## config.mk

```make
export PLATFORM = sky130hd
export DESIGN_NAME = imem_loader_flat
export DESIGN_NICKNAME = d
export VERILOG_FILES = /design/src/rtl/imem_loader_if.sv /design/src/rtl/imem_loader.sv /design/src/flat_wrapper.sv
export SDC_FILE = /design/constraint.sdc
export NUM_CORES = 1
export LEC_CHECK = 0
export ABC_CLOCK_PERIOD_IN_PS = 4300
export CAP_MARGIN = 20
export CORE_MARGIN = 5
export CORE_UTILIZATION = 25
export CTS_BUF_LIST = sky130_fd_sc_hd__clkbuf_8
export DETAILED_ROUTE_END_ITERATION = 16
export PLACE_DENSITY = 0.42
export REMOVE_ABC_BUFFERS = 1
export SLEW_MARGIN = 5
export SYNTH_ARGS = -nofsm -noshare
export SYNTH_HDL_FRONTEND = slang
export SYNTH_SLANG_ARGS = --single-unit
```

## constraint.sdc

```tcl
create_clock -name clock -period 4.3 [get_ports clock]
set_input_delay 0.86 -clock clock [delete_from_list [all_inputs] [get_ports clock]]
set_output_delay 0.86 -clock clock [all_outputs]
set_load 0.01 [all_outputs]
```

## src/rtl/imem_loader_if.sv

```systemverilog
// Byte-stream handshake plus instruction-memory write bus between a boot source and the loader.
// The slave modport is the loader's view; the master modport is the environment.
interface imem_loader_if #(
    parameter int ADDR_WIDTH = 7
) ();
    logic [7:0]            in_data;
    logic                  in_valid;
    logic                  in_ready;
    logic                  imem_we;
    logic [ADDR_WIDTH-1:0] imem_addr;
    logic [31:0]           imem_wdata;

    modport slave (
        input  in_data,
        input  in_valid,
        output in_ready,
        output imem_we,
        output imem_addr,
        output imem_wdata
    );

    modport master (
        output in_data,
        output in_valid,
        input  in_ready,
        input  imem_we,
        input  imem_addr,
        input  imem_wdata
    );
endinterface

```

## src/rtl/imem_loader.sv

```systemverilog
// Boot loader: assembles a big-endian byte stream into instruction words, writes them to
// imem and releases the core only after a full program with a matching XOR checksum.
//
// state  | meaning
// -------+---------------------------------------------------------
// HDR_HI | waiting for word-count high byte; counters cleared here
// HDR_LO | waiting for word-count low byte; range-checks the count
// DATA   | assembling payload words and writing them to imem
// CHECK  | waiting for the checksum byte
// DONE   | program loaded and verified; core released
// ERROR  | oversize count or checksum mismatch; core stays held
module imem_loader #(
    parameter int ADDR_WIDTH = 7
) (
    input  logic                  clock,
    input  logic                  reset,
    input  logic                  start,
    imem_loader_if.slave          bus,
    output logic                  cpu_hold,
    output logic                  done,
    output logic                  error,
    output logic [ADDR_WIDTH:0]   words_loaded
);
    typedef enum logic [2:0] {
        HDR_HI = 3'd0,
        HDR_LO = 3'd1,
        DATA   = 3'd2,
        CHECK  = 3'd3,
        DONE   = 3'd4,
        ERROR  = 3'd5
    } state_t;

    localparam logic [16:0] DEPTH = 17'(1) << ADDR_WIDTH;

    state_t                state_q;
    state_t                state_d;
    logic [7:0]            cnt_hi_q;
    logic [15:0]           count_q;
    logic [7:0]            xor_q;
    logic [23:0]           asm_q;
    logic [1:0]            byte_cnt_q;
    logic [ADDR_WIDTH:0]   words_q;
    logic                  we_q;
    logic [ADDR_WIDTH-1:0] addr_q;
    logic [31:0]           wdata_q;

    logic                  ready_st;
    logic                  accept;
    logic [15:0]           count_n;
    logic [ADDR_WIDTH:0]   words_inc;
    logic                  last_word;

    assign ready_st  = (state_q == HDR_HI) || (state_q == HDR_LO) ||
                       (state_q == DATA)   || (state_q == CHECK);
    assign bus.in_ready = ready_st && !start;
    assign accept    = bus.in_ready && bus.in_valid;
    assign count_n   = {cnt_hi_q, bus.in_data};
    assign words_inc = words_q + 1'b1;
    // A word completes on its 4th byte; the load completes when that word is the Nth.
    assign last_word = (byte_cnt_q == 2'd3) &&
                       ({{(15 - ADDR_WIDTH){1'b0}}, words_inc} == count_q);

    always_ff @(posedge clock) begin
        if (reset) begin
            state_q <= HDR_HI;
        end else begin
            state_q <= state_d;
        end
    end

    always_comb begin
        state_d = state_q;
        if (start) begin
            state_d = HDR_HI;
        end else if (accept) begin
            unique case (state_q)
                HDR_HI: state_d = HDR_LO;
                HDR_LO: begin
                    if ({1'b0, count_n} > DEPTH) state_d = ERROR;
                    else if (count_n == 16'd0)   state_d = CHECK;
                    else                         state_d = DATA;
                end
                DATA:   if (last_word) state_d = CHECK;
                CHECK:  state_d = (bus.in_data == xor_q) ? DONE : ERROR;
                default: state_d = state_q;
            endcase
        end
    end

    always_ff @(posedge clock) begin
        if (reset) begin
            cnt_hi_q   <= '0;
            count_q    <= '0;
            xor_q      <= '0;
            asm_q      <= '0;
            byte_cnt_q <= '0;
            words_q    <= '0;
            we_q       <= 1'b0;
            addr_q     <= '0;
            wdata_q    <= '0;
        end else begin
            we_q <= 1'b0;
            if (start) begin
                xor_q      <= '0;
                asm_q      <= '0;
                byte_cnt_q <= '0;
                words_q    <= '0;
            end else if (accept) begin
                unique case (state_q)
                    HDR_HI: begin
                        cnt_hi_q   <= bus.in_data;
                        xor_q      <= '0;
                        byte_cnt_q <= '0;
                        words_q    <= '0;
                    end
                    HDR_LO: count_q <= count_n;
                    DATA: begin
                        asm_q      <= {asm_q[15:0], bus.in_data};
                        xor_q      <= xor_q ^ bus.in_data;
                        byte_cnt_q <= byte_cnt_q + 2'd1;
                        if (byte_cnt_q == 2'd3) begin
                            we_q    <= 1'b1;
                            addr_q  <= words_q[ADDR_WIDTH-1:0];
                            wdata_q <= {asm_q, bus.in_data};
                            words_q <= words_inc;
                        end
                    end
                    default: ;
                endcase
            end
        end
    end

    assign bus.imem_we    = we_q;
    assign bus.imem_addr  = addr_q;
    assign bus.imem_wdata = wdata_q;
    assign words_loaded   = words_q;
    assign cpu_hold       = (state_q != DONE);
    assign done           = (state_q == DONE);
    assign error          = (state_q == ERROR);
endmodule

```

## src/flat_wrapper.sv

```systemverilog
// flat-port wrapper written by rule: the top's interface ports become plain ports
module imem_loader_flat 
#(
    parameter int ADDR_WIDTH = 7
)
  (clock, reset, start, cpu_hold, done, error, words_loaded, bus_in_data, bus_in_valid, bus_in_ready, bus_imem_we, bus_imem_addr, bus_imem_wdata);
  imem_loader_if #(.ADDR_WIDTH(ADDR_WIDTH)) bus_i ();
  input  logic clock;
  input  logic reset;
  input  logic start;
  output logic cpu_hold;
  output logic done;
  output logic error;
  output logic [ADDR_WIDTH:0] words_loaded;
  input wire logic [$bits(bus_i.in_data)-1:0] bus_in_data;
  input wire logic [$bits(bus_i.in_valid)-1:0] bus_in_valid;
  output wire logic [$bits(bus_i.in_ready)-1:0] bus_in_ready;
  output wire logic [$bits(bus_i.imem_we)-1:0] bus_imem_we;
  output wire logic [$bits(bus_i.imem_addr)-1:0] bus_imem_addr;
  output wire logic [$bits(bus_i.imem_wdata)-1:0] bus_imem_wdata;
  assign bus_i.in_data = bus_in_data;
  assign bus_i.in_valid = bus_in_valid;
  assign bus_in_ready = bus_i.in_ready;
  assign bus_imem_we = bus_i.imem_we;
  assign bus_imem_addr = bus_i.imem_addr;
  assign bus_imem_wdata = bus_i.imem_wdata;
  imem_loader #(.ADDR_WIDTH(ADDR_WIDTH)) u_core (.clock(clock), .reset(reset), .start(start), .bus(bus_i), .cpu_hold(cpu_hold), .done(done), .error(error), .words_loaded(words_loaded));
endmodule
```

==> run metrics <==
sequential share of the synthesized area 0.4932; synth unique cells 49; CTS tree done; antenna violations before repair 0; layout cell share with drive strength beyond 1 0.05090; Total Routing Usage GR 0.1182; first-pass GRT wire length 19.18 mm; clock skew 15.47 ps; Clock Latency Late Sink 390 ps; synth warn 0; Hold Crit Start u_core.count_q[13]$_SDFFE_PP0P_; total negative slack 0 ps; Vias per Instance 4.552; drt initial violations 291; Root Driver clkbuf_8; antenna cell count 0; Worst setup SP type input port; Area after DPL 0.005225 mm^2; Syn Area/Cell 7.872 um^2; number of flops mapped to enable cells by yosys 0; Worst Setup SP start; die height 143.0 um; vias in the first global route 3632; clk sinks 109; Critical R2R Launch u_core.state_q[2]$_SDFFE_PP0P_; MaxCap Viol Count 0; Final Cell Area 0.005391 mm^2; post-synthesis cell count 562; Comb pwr share 0.054; CTS Buffer Depth 2; Critical Path Fanout Max 44; Final #Nets 618; Final Max Slew Viols 0; global route overflow 0; Sw Pwr 0.4193 mW; hold buffer count at CTS 0; family with the most delay on the worst path simple AND/OR/NAND/NOR gates; multiplexer area fraction after synthesis 0.02064; main combinational cell family by area after synthesis simple AND/OR/NAND/NOR gates; Setup Viol. Count Final 0; # rows 48; FFs w/ async S/R, synth 0; DRC Markers 0; min Tclk post-route 2876 ps; sequential share of power 0.610; largest net degree at the start of global routing 66; setup bufs post-CTS 0; Initial Utilization 0.2549; die span in x 143.0 um; DPL Wire Length 7.818 mm; RSZ-0062 raised after global routing no; Pleak 1.706 nW; Sw Ratio 0.2506; Worst Hold Class flip-flop to flip-flop; P_int 1.254 mW; DR pass1 iterations 4; CP Class input port to flip-flop; cell taking the most area after synthesis dfxtp_1; die area 0.02046 mm^2; Placed Cells 818; Max-slew headroom 0.4234; post-place setup slack 937.4 ps; H-tree depth 3; detailed-route via count 3796; Slew @ Worst Pin 862.9 ps; Layout Cells excl Fill 834; Core Region 0.01736 mm^2; post-synthesis compound-gate area fraction 0.1640; adder-cell share of the synthesized area 0.005656; Routed wire per std cell 14.06 um; IO buf count 63; Crit path largest cell delay 760 ps; CP max stage cell and2_2; Post-Synth XOR/XNOR Area 0.02376; total routed wirelength 11.72 mm; Top FF cell, synth dfxtp_1; Critical Path AT 3200 ps; Final Hold Viols 0; outcome finished, final reports clean; Clock Power Share 0.337; WP buf/inv 1; io pins 64; ANT nets after route 0; Synth area leaders dfxtp_1 49%, nand2_1 14%, a21oi_1 10%; Synth Area in Simple Gates 0.2525; worst vdd ir 0.1308 mV; Highest Clock Rate 347.7 MHz; crit end category flip-flop; total power 1.673 mW; post-CTS resize count 0; Mapped Area 0.004424 mm^2; Reg clk slew, reported paths 100 ps; fin worst setup slack 1424 ps; flops & latches, synth 109; CP required 4630 ps; P&R area growth vs syn 21.86%; power per cell area 310.3 mW/mm^2; Num CTS Buffers 9; Synth top area share 0.4932; crit-path cells clkdlybuf4s50_1, or3b_4, nor2_4, and2_2, a21o_1, a21oi_1, nor2_1; GP Congestion 0.7449; Tcrit/Tclk final 0.6688
==> state kept, by name, summed over array words and instances, names as in the netlist <==
signal                 cells
u_core.asm_q              24
u_core.bus.imem_addr       7
u_core.bus.imem_wdata     32
u_core.bus.imem_we         1
u_core.byte_cnt_q          2
u_core.cnt_hi_q            8
u_core.count_q            16
u_core.state_q             3
u_core.words_loaded        8
u_core.xor_q               8
==> worst min-delay path: stages (launching register included) <==
cell and delay (ps):
dfxtp_1 320, nand2_1 50, a21oi_1 50
==> Yosys cell counts, drive strengths merged (6+ instances only) <==
master  instances
a21oi          93
clkbuf         27
buf            10
nand2         169
mux2i           8
dfxtp         109
xnor2           7
nor2b           6
nor2           37
a22oi           7
o21ai          14
nor3            6
inv             8
==> layout by cell type (no fill, tap or decap), types with 2 or more instances in the layout <==
master	Yosys	layout
clkinv_2	0	2
or4_1	2	2
nand3b_1	3	3
a21o_1	4	4
inv_1	8	10
mux2i_1	8	8
and2_1	3	2
buf_4	0	5
o21ai_0	10	10
nor3_1	5	5
o2111ai_1	2	2
xor2_1	5	5
a22oi_1	7	7
and3_1	5	5
clkbuf_8	0	9
nor2_1	34	34
o21ai_1	3	3
nand2_1	169	168
ha_1	2	2
nand4_1	3	3
a21oi_1	92	92
dfxtp_1	109	109
nor4_1	5	5
or3_1	3	3
clkdlybuf4s50_1	0	62
nor2_4	2	2
nor2b_1	6	6
nand2b_1	4	4
nand3_1	4	4
xnor2_1	7	7
==> worst paths after layout <==
path / endpoint / slack (ps) / cells past startpoint
setup / recovery: u_core.words_loaded[5]$_SDFFE_PP0P_ / 1420 / 7
hold / removal: u_core.count_q[13]$_SDFFE_PP0P_ / 460 / 2
setup reg to reg: u_core.words_loaded[5]$_SDFFE_PP0P_ / 1990 / 6
hold reg to reg: u_core.count_q[13]$_SDFFE_PP0P_ / 460 / 2
==> power groups by stage <==
stage / combinational, mW / sequential, mW / clock (mW)
2_1_floorplan: 0.0423 / 1.04 / 0
3_3_place_gp: 0.0908 / 1.04 / 0
3_5_place_dp: 0.0912 / 1.04 / 0
4_1_cts: 0.0913 / 1.02 / 0.598
5_1_grt: 0.0993 / 1.02 / 0.641
6_report: 0.0896 / 1.02 / 0.563
==> kinds of logic (layout without fill, tap and decap cells) <==
logic type	Yosys count	in the layout
simple gates	256	256
compound gates	129	129
flops	109	109
buf+inv	45	92
xor+xnor	12	12
mux	9	9
fa+ha+maj	2	2
==> through the flow <==
stage	utilization	hold WS (ps)
after floorplan	-	424.7
after global placement	0.3010	443.3
after detailed placement	0.3010	447.5
after CTS	0.3106	460.9
after global routing	0.3106	480.5
final	0.3106	458.2
==> final cells by class <==
class,instances,area [um^2]
Clock inverter,7,42.54
Inverter,8,30.03
Clock buffer,9,123.9
Sequential cell,109,2182
Tap cell,225,281.5
Multi-Input combinational cell,408,2068
Timing Repair Buffer,68,663.1
Fill cell,1865,11970
==> routing by layer <==
layer / track usage / share of wire / up-vias
li1: - / - / 1962
met1: 0.1588 / 0.49 / 1760
met2: 0.1840 / 0.45 / 61
met3: 0.02813 / 0.042 / 13
met4: 0.04552 / 0.018 / 0
met5: 0 / 0 / -
No activity file was read; power rests on OpenSTA's default activity.
==> edit 1 (config.mk and constraints unchanged) <==
Put a register stage on the output `error`, cleared by the reset. The value now appears one clock later. The other outputs are not delayed to match.
--- a/src/rtl/imem_loader.sv
+++ b/src/rtl/imem_loader.sv
@@ -139,3 +139,9 @@
     assign done           = (state_q == DONE);
-    assign error          = (state_q == ERROR);
+    always_ff @(posedge clock) begin
+        if (reset) begin
+            error <= '0;
+        end else begin
+            error <= (state_q == ERROR);
+        end
+    end
 endmodule
Formal check against the unedited RTL: not equivalent (Yosys sat finds a counterexample within 4 cycles, from zero or initial values and one cycle with reset high).
==> edit 1 against the unedited design <==
  * Routed wire length increased by 2.1%
  * Worst setup slack got worse by 190 ps
  * Total power increased by 16%
  * Synthesized area decreased by 0.17%
  * Maximum frequency decreased by 6.1%
  * Cell area increased by 1.6%
  * Count of clock-buffer cells in the layout increased by 2
  * Sequential cell count increased by 1
  * Hold slack got worse by 4.1 ps
  * Clock skew decreased by 5.3 ps
  * Largest cell class unchanged
==> edit 1: results (changes against the unedited design) <==
* Reg2reg start: u_core.state_q[0]
* Layout cells sized above 1 at 0.0489 (-0.00196)
* Syn. warnings at 0 (unchanged)
* Vias in the first global route at 3651 (+0.52%)
* Via density at 4.58 (+0.52%)
* Synth Flop Type: dfxtp_1
* Drt total wl at 12.0 mm (+2.1%)
* Dpl cell area at 5200 sq um (-0.55%)
* Commonest cells in the netlist: 179 x nand2_1, 110 x dfxtp_1, 107 x a21oi_1
* Htree depth at 3 (unchanged)
* Least-Margin Pin Slew at 918 ps (+54.9 ps)
* Clk Latency, worst-skew pair at 390 ps (about the same)
* Clock transition at path regs at 100 ps (about the same)
* Hold Startpoint: u_core.count_q[14]
* Met2 Track Usage GR at 0.193 (+0.00890)
* CTS buffer count at 9 (unchanged)
* Top post-synthesis cells by area: dfxtp_1 50%, nand2_1 15%, a21oi_1 12%, clkbuf_1 3.0%, xnor2_1 2.4%
* DP HPWL at 8.04 mm (+2.8%)
* Final nets at 622 (+0.65%)
* Critical Path Start: start
* Pleak at 1.74 nW (+2.0%)
* Post-cts sizing count at 0 (unchanged)
* Reg2Reg Depth at 5 (-1)
* RD Place Congestion at 0.788 (+5.7%)
* DR iter-0 viols at 333 (+14%)
* Final Skew at 10.1 ps (-5.34 ps)
* GRT Total Usage at 0.120 (+0.00212)
* Max FO, Critical Path at 6 (-86%)
* Hold Path Sink: u_core.count_q[14]
* Reg2reg end: u_core.words_loaded[7]
* Max reg flops at 32 (unchanged)
* Run status: complete, no violations
* Met3 Resource Use GR at 0.0345 (+0.00636)
* Synth cell types at 39 (-20%)
* Peak VDD IR at 0.000192 V (+46%)
* Met1 Usage GRT at 0.160 (+0.00107)
* CTS root buf: clkbuf_8
* First-pass GRT wire length at 19.4 mm (+1.1%)
* TritonRoute pass-1 iters at 6 (+2)
* Bufs on Longest Clock Path at 2 (unchanged)
* Flop2flop setup slack at 2030 ps (+40 ps)
* Sequential-to-total area share from yosys stat at 0.499 (+0.00537)
-- edit 1: cell type report --
type                            instances  area [sq um]
Clock buffer                           11           151
Clock inverter                          5           129
Fill cell                            1880         11800
Inverter                                5          18.8
Multi-Input combinational cell        413          2020
Sequential cell                       110          2200
Tap cell                              225           282
Timing Repair Buffer                   69           671
-- edit 1: worst max-delay path: stages --
cell             delay, ps
clkdlybuf4s50_1        440
nor2_1                 290
clkdlybuf4s50_1        610
-- edit 1: logic make-up (layout without fill, tap and decap cells) --
logic type | Yosys count | after routing | synth area share
AO/OA/AOI/OAI | 142 | 142 | 0.174
XOR/XNOR | 17 | 17 | 0.0337
adder cells (fa/ha/maj) | 2 | 2 | 0.00566
buffers and inverters | 47 | 90 | 0.0439
flip-flops | 110 | 110 | 0.499
multiplexers | 1 | 1 | 0.00227
AND/OR/NAND/NOR | 251 | 251 | 0.242
-- edit 1: through the flow --
step                      hold slack (ps)  setup WS (ps)  std cells  utilization  total power [mW]
after CTS                             459           1230        838        0.317              1.98
after global placement                438           1090        822        0.300              1.13
after detailed placement              445           1060        822        0.300              1.13
final                                 454           1240        838        0.317              1.94
after floorplan                       425            744        528            -              1.08
after global routing                  476           1140        838        0.317              2.02
-- edit 1: worst max-delay path by stage --
stage | end | slack [ps] | cells after the start
2_1_floorplan | u_core.bus.imem_addr[0] | 740 | 6
3_3_place_gp | u_core.words_loaded[7] | 1090 | 6
3_5_place_dp | u_core.words_loaded[7] | 1060 | 6
4_1_cts | bus_in_ready | 1230 | 3
5_1_grt | bus_in_ready | 1140 | 3
6_report | bus_in_ready | 1240 | 3
-- edit 1: report_power, final --
group | leakage, nW | internal [mW] | switching [mW]
Combinational | 0.715 | 0.0240 | 0.0487
Clock | 0.140 | 0.479 | 0.360
Sequential | 0.887 | 1.02 | 0.00460
Total | 1.74 | 1.53 | 0.413
-- edit 1: metal layers --
metal  vias up  wire length [microns]
li1       1976                      -
met1      1786                   5760
met2        65                   5580
met3         7                    501
met4         0                    125
met5         -                      0
==> edit 2 (same settings) <==
Without the edit above. `ADDR_WIDTH` is set to 7 in 3 places; all go to 8.
--- a/src/rtl/imem_loader_if.sv
+++ b/src/rtl/imem_loader_if.sv
@@ -3,3 +3,3 @@
 interface imem_loader_if #(
-    parameter int ADDR_WIDTH = 7
+    parameter int ADDR_WIDTH = 8
 ) ();
--- a/src/rtl/imem_loader.sv
+++ b/src/rtl/imem_loader.sv
@@ -12,3 +12,3 @@
 module imem_loader #(
-    parameter int ADDR_WIDTH = 7
+    parameter int ADDR_WIDTH = 8
 ) (
--- a/src/flat_wrapper.sv
+++ b/src/flat_wrapper.sv
@@ -3,3 +3,3 @@
 #(
-    parameter int ADDR_WIDTH = 7
+    parameter int ADDR_WIDTH = 8
 )
Interface: changed (resized bus_imem_addr and words_loaded); port bits go from 64 to 66. No check against the original RTL was run, so the function may have changed too.
==> edit 2 against the unedited design <==
  * Count of clock-buffer cells in the layout grew 2
  * Total power grew 9.6%
  * Global-route usage shrank 0.16 points
  * Routed wire length grew 3.3%
  * Hold slack gained 1.4 ps
  * Final cell count grew 0.96%
  * Worst setup slack lost 270 ps
  * Critical endpoint is now u_core.words_loaded[8]
  * Sequential cell count grew 2
  * Critical path depth grew 1
  * Cell area grew 3.8%
  * Synthesized area grew 3.4%
  * Non-clock buffer count grew 5
  * Die area grew 3.1%
==> edit 2: results (changes against the unedited design) <==
* Max reg flops at 32 (unchanged)
* Flop2flop setup slack at 1770 ps (-220 ps)
* Reg2Reg Depth at 7 (+1)
* Least-Margin Pin Slew at 952 ps (+89.2 ps)
* Htree depth at 3 (unchanged)
* Clock transition at path regs at 90 ps
* Run status: complete, no violations
* CTS buffer count at 9 (unchanged)
* Period utilization at 0.732 (+0.0633)
* Hold Startpoint: u_core.asm_q[16]
* Mux cell area share after synthesis at 0.0372 (+0.0166)
* Reg2reg end: u_core.words_loaded[8]
* RD Place Congestion at 0.781 (+4.8%)
* Data arrival time of the critical path at 3440 ps (+240 ps)
* Synth cell types at 50 (+2.0%)
* Mean Syn Cell Area at 8.08 sq um (+2.6%)
* WL per Instance at 14.4 microns (+2.3%)
* Antenna violations before repair at 0 (unchanged)
* First-pass GRT wire length at 20.3 mm (+5.6%)
* Ys async rst share at 0 (unchanged)
* Adder-Cell Fraction of Synth Area at 0.00547 (-0.000184)
* Largest net degree at the start of global routing at 66 (unchanged)
* Final cell count without fillers at 842 (+0.96%)
* Setup Fix Bufs, Post-CTS at 0 (unchanged)
* CP max stage cell: nor4b_2
* Placement Setup Slack at 782 ps (-156 ps)
* Compound-Gate Fraction of Synth Area at 0.157 (-0.00726)
* Reg2reg start: u_core.state_q[2]
* PortBufs at 65 (+3.2%)
* Max FO, Critical Path at 41 (-6.8%)
* Vias in the first global route at 3800 (+4.6%)
* Commonest cells in the netlist: 150 x nand2_1, 111 x dfxtp_1, 89 x a21oi_1
* XOR/XNOR share of the synthesized area at 0.0287 (+0.00497)
* DR iter-0 viols at 212 (-27%)
* Pleak at 1.83 nW (+7.3%)
* TritonRoute pass-1 iters at 6 (+2)
* Final nets at 623 (+0.81%)
* Layout cells sized above 1 at 0.0571 (+0.00619)
* Final Skew at 10.2 ps (-5.32 ps)
* GRT Total Usage at 0.117 (-0.00165)
* Hold Path Sink: u_core.asm_q[16]
* Main combinational cell family by area after synthesis: simple AND/OR/NAND/NOR gates
* Via density at 4.60 (+1.0%)
* Placed Instances at 827 (+1.1%)
* CP max stage delay at 770 ps
* # fillers at 1899 (+1.8%)
* Max_cap viols at 0 (unchanged)
* Peak VDD IR at 0.000140 V (+6.9%)
* N_diodes at 0 (unchanged)
* Post-route ant nets at 0 (unchanged)
* Top post-synthesis cells by area: dfxtp_1 49%, nand2_1 12%, a21oi_1 9.7%, mux2i_1 3.7%, nor2_1 3.4%
* Sequential-to-total area share from yosys stat at 0.486 (-0.00730)
* DP HPWL at 8.16 mm (+4.4%)
-- edit 2: changes by cell type after synthesis, moves of 5 or more --
cell	before	now
a22oi_1	7	0
mux2i_1	8	17
nand2_1	169	150
nor2_1	34	41
nor2b_1	6	1
o21ai_0	10	20
-- edit 2: cell type report --
class / instances / share of cell area
flip-flops and latches: 111 / 0.397
multi-input cells: 406 / 0.380
repair buffers: 73 / 0.126
well taps: 229 / 0.0512
clock buffers: 11 / 0.0271
clock inverters: 4 / 0.0136
inverters: 8 / 0.00537
-- edit 2: how the worst max path moves through the flow --
stage / to / cells after the start / startpoint
2_1_floorplan: u_core.words_loaded[3] / 6 / start
3_3_place_gp: u_core.words_loaded[5] / 8 / start
3_5_place_dp: u_core.words_loaded[8] / 8 / start
4_1_cts: u_core.words_loaded[8] / 8 / start
5_1_grt: u_core.words_loaded[8] / 8 / start
6_report: u_core.words_loaded[8] / 8 / start
-- edit 2: worst max-delay path: cells and delay by family --
kind	cells	cell delay, ps
compound gates	2	310
buf+inv	2	970
simple gates	4	1270
-- edit 2: where the power goes --
group	leakage (nW)	internal [mW]	switching, mW
Sequential	0.895	1.03	0.00593
Combinational	0.824	0.0281	0.0577
Clock	0.112	0.359	0.351
Total	1.83	1.42	0.415
-- edit 2: stage by stage --
stage                     cell area, sq um  setup TNS [ps]  hold slack, ps
after floorplan                       4370          -32030             426
after global placement                5370               0             445
after detailed placement              5370               0             447
after CTS                             5600               0             462
after global routing                  5600               0             479
final                                 5600               0             460
-- edit 2: metal layers --
layer / vias to the layer above / track usage / part of all wire
li1: 1987 / - / -
met1: 1811 / 0.156 / 0.49
met2: 59 / 0.184 / 0.45
met3: 14 / 0.0225 / 0.033
met4: 0 / 0.0490 / 0.021
met5: - / 0 / 0
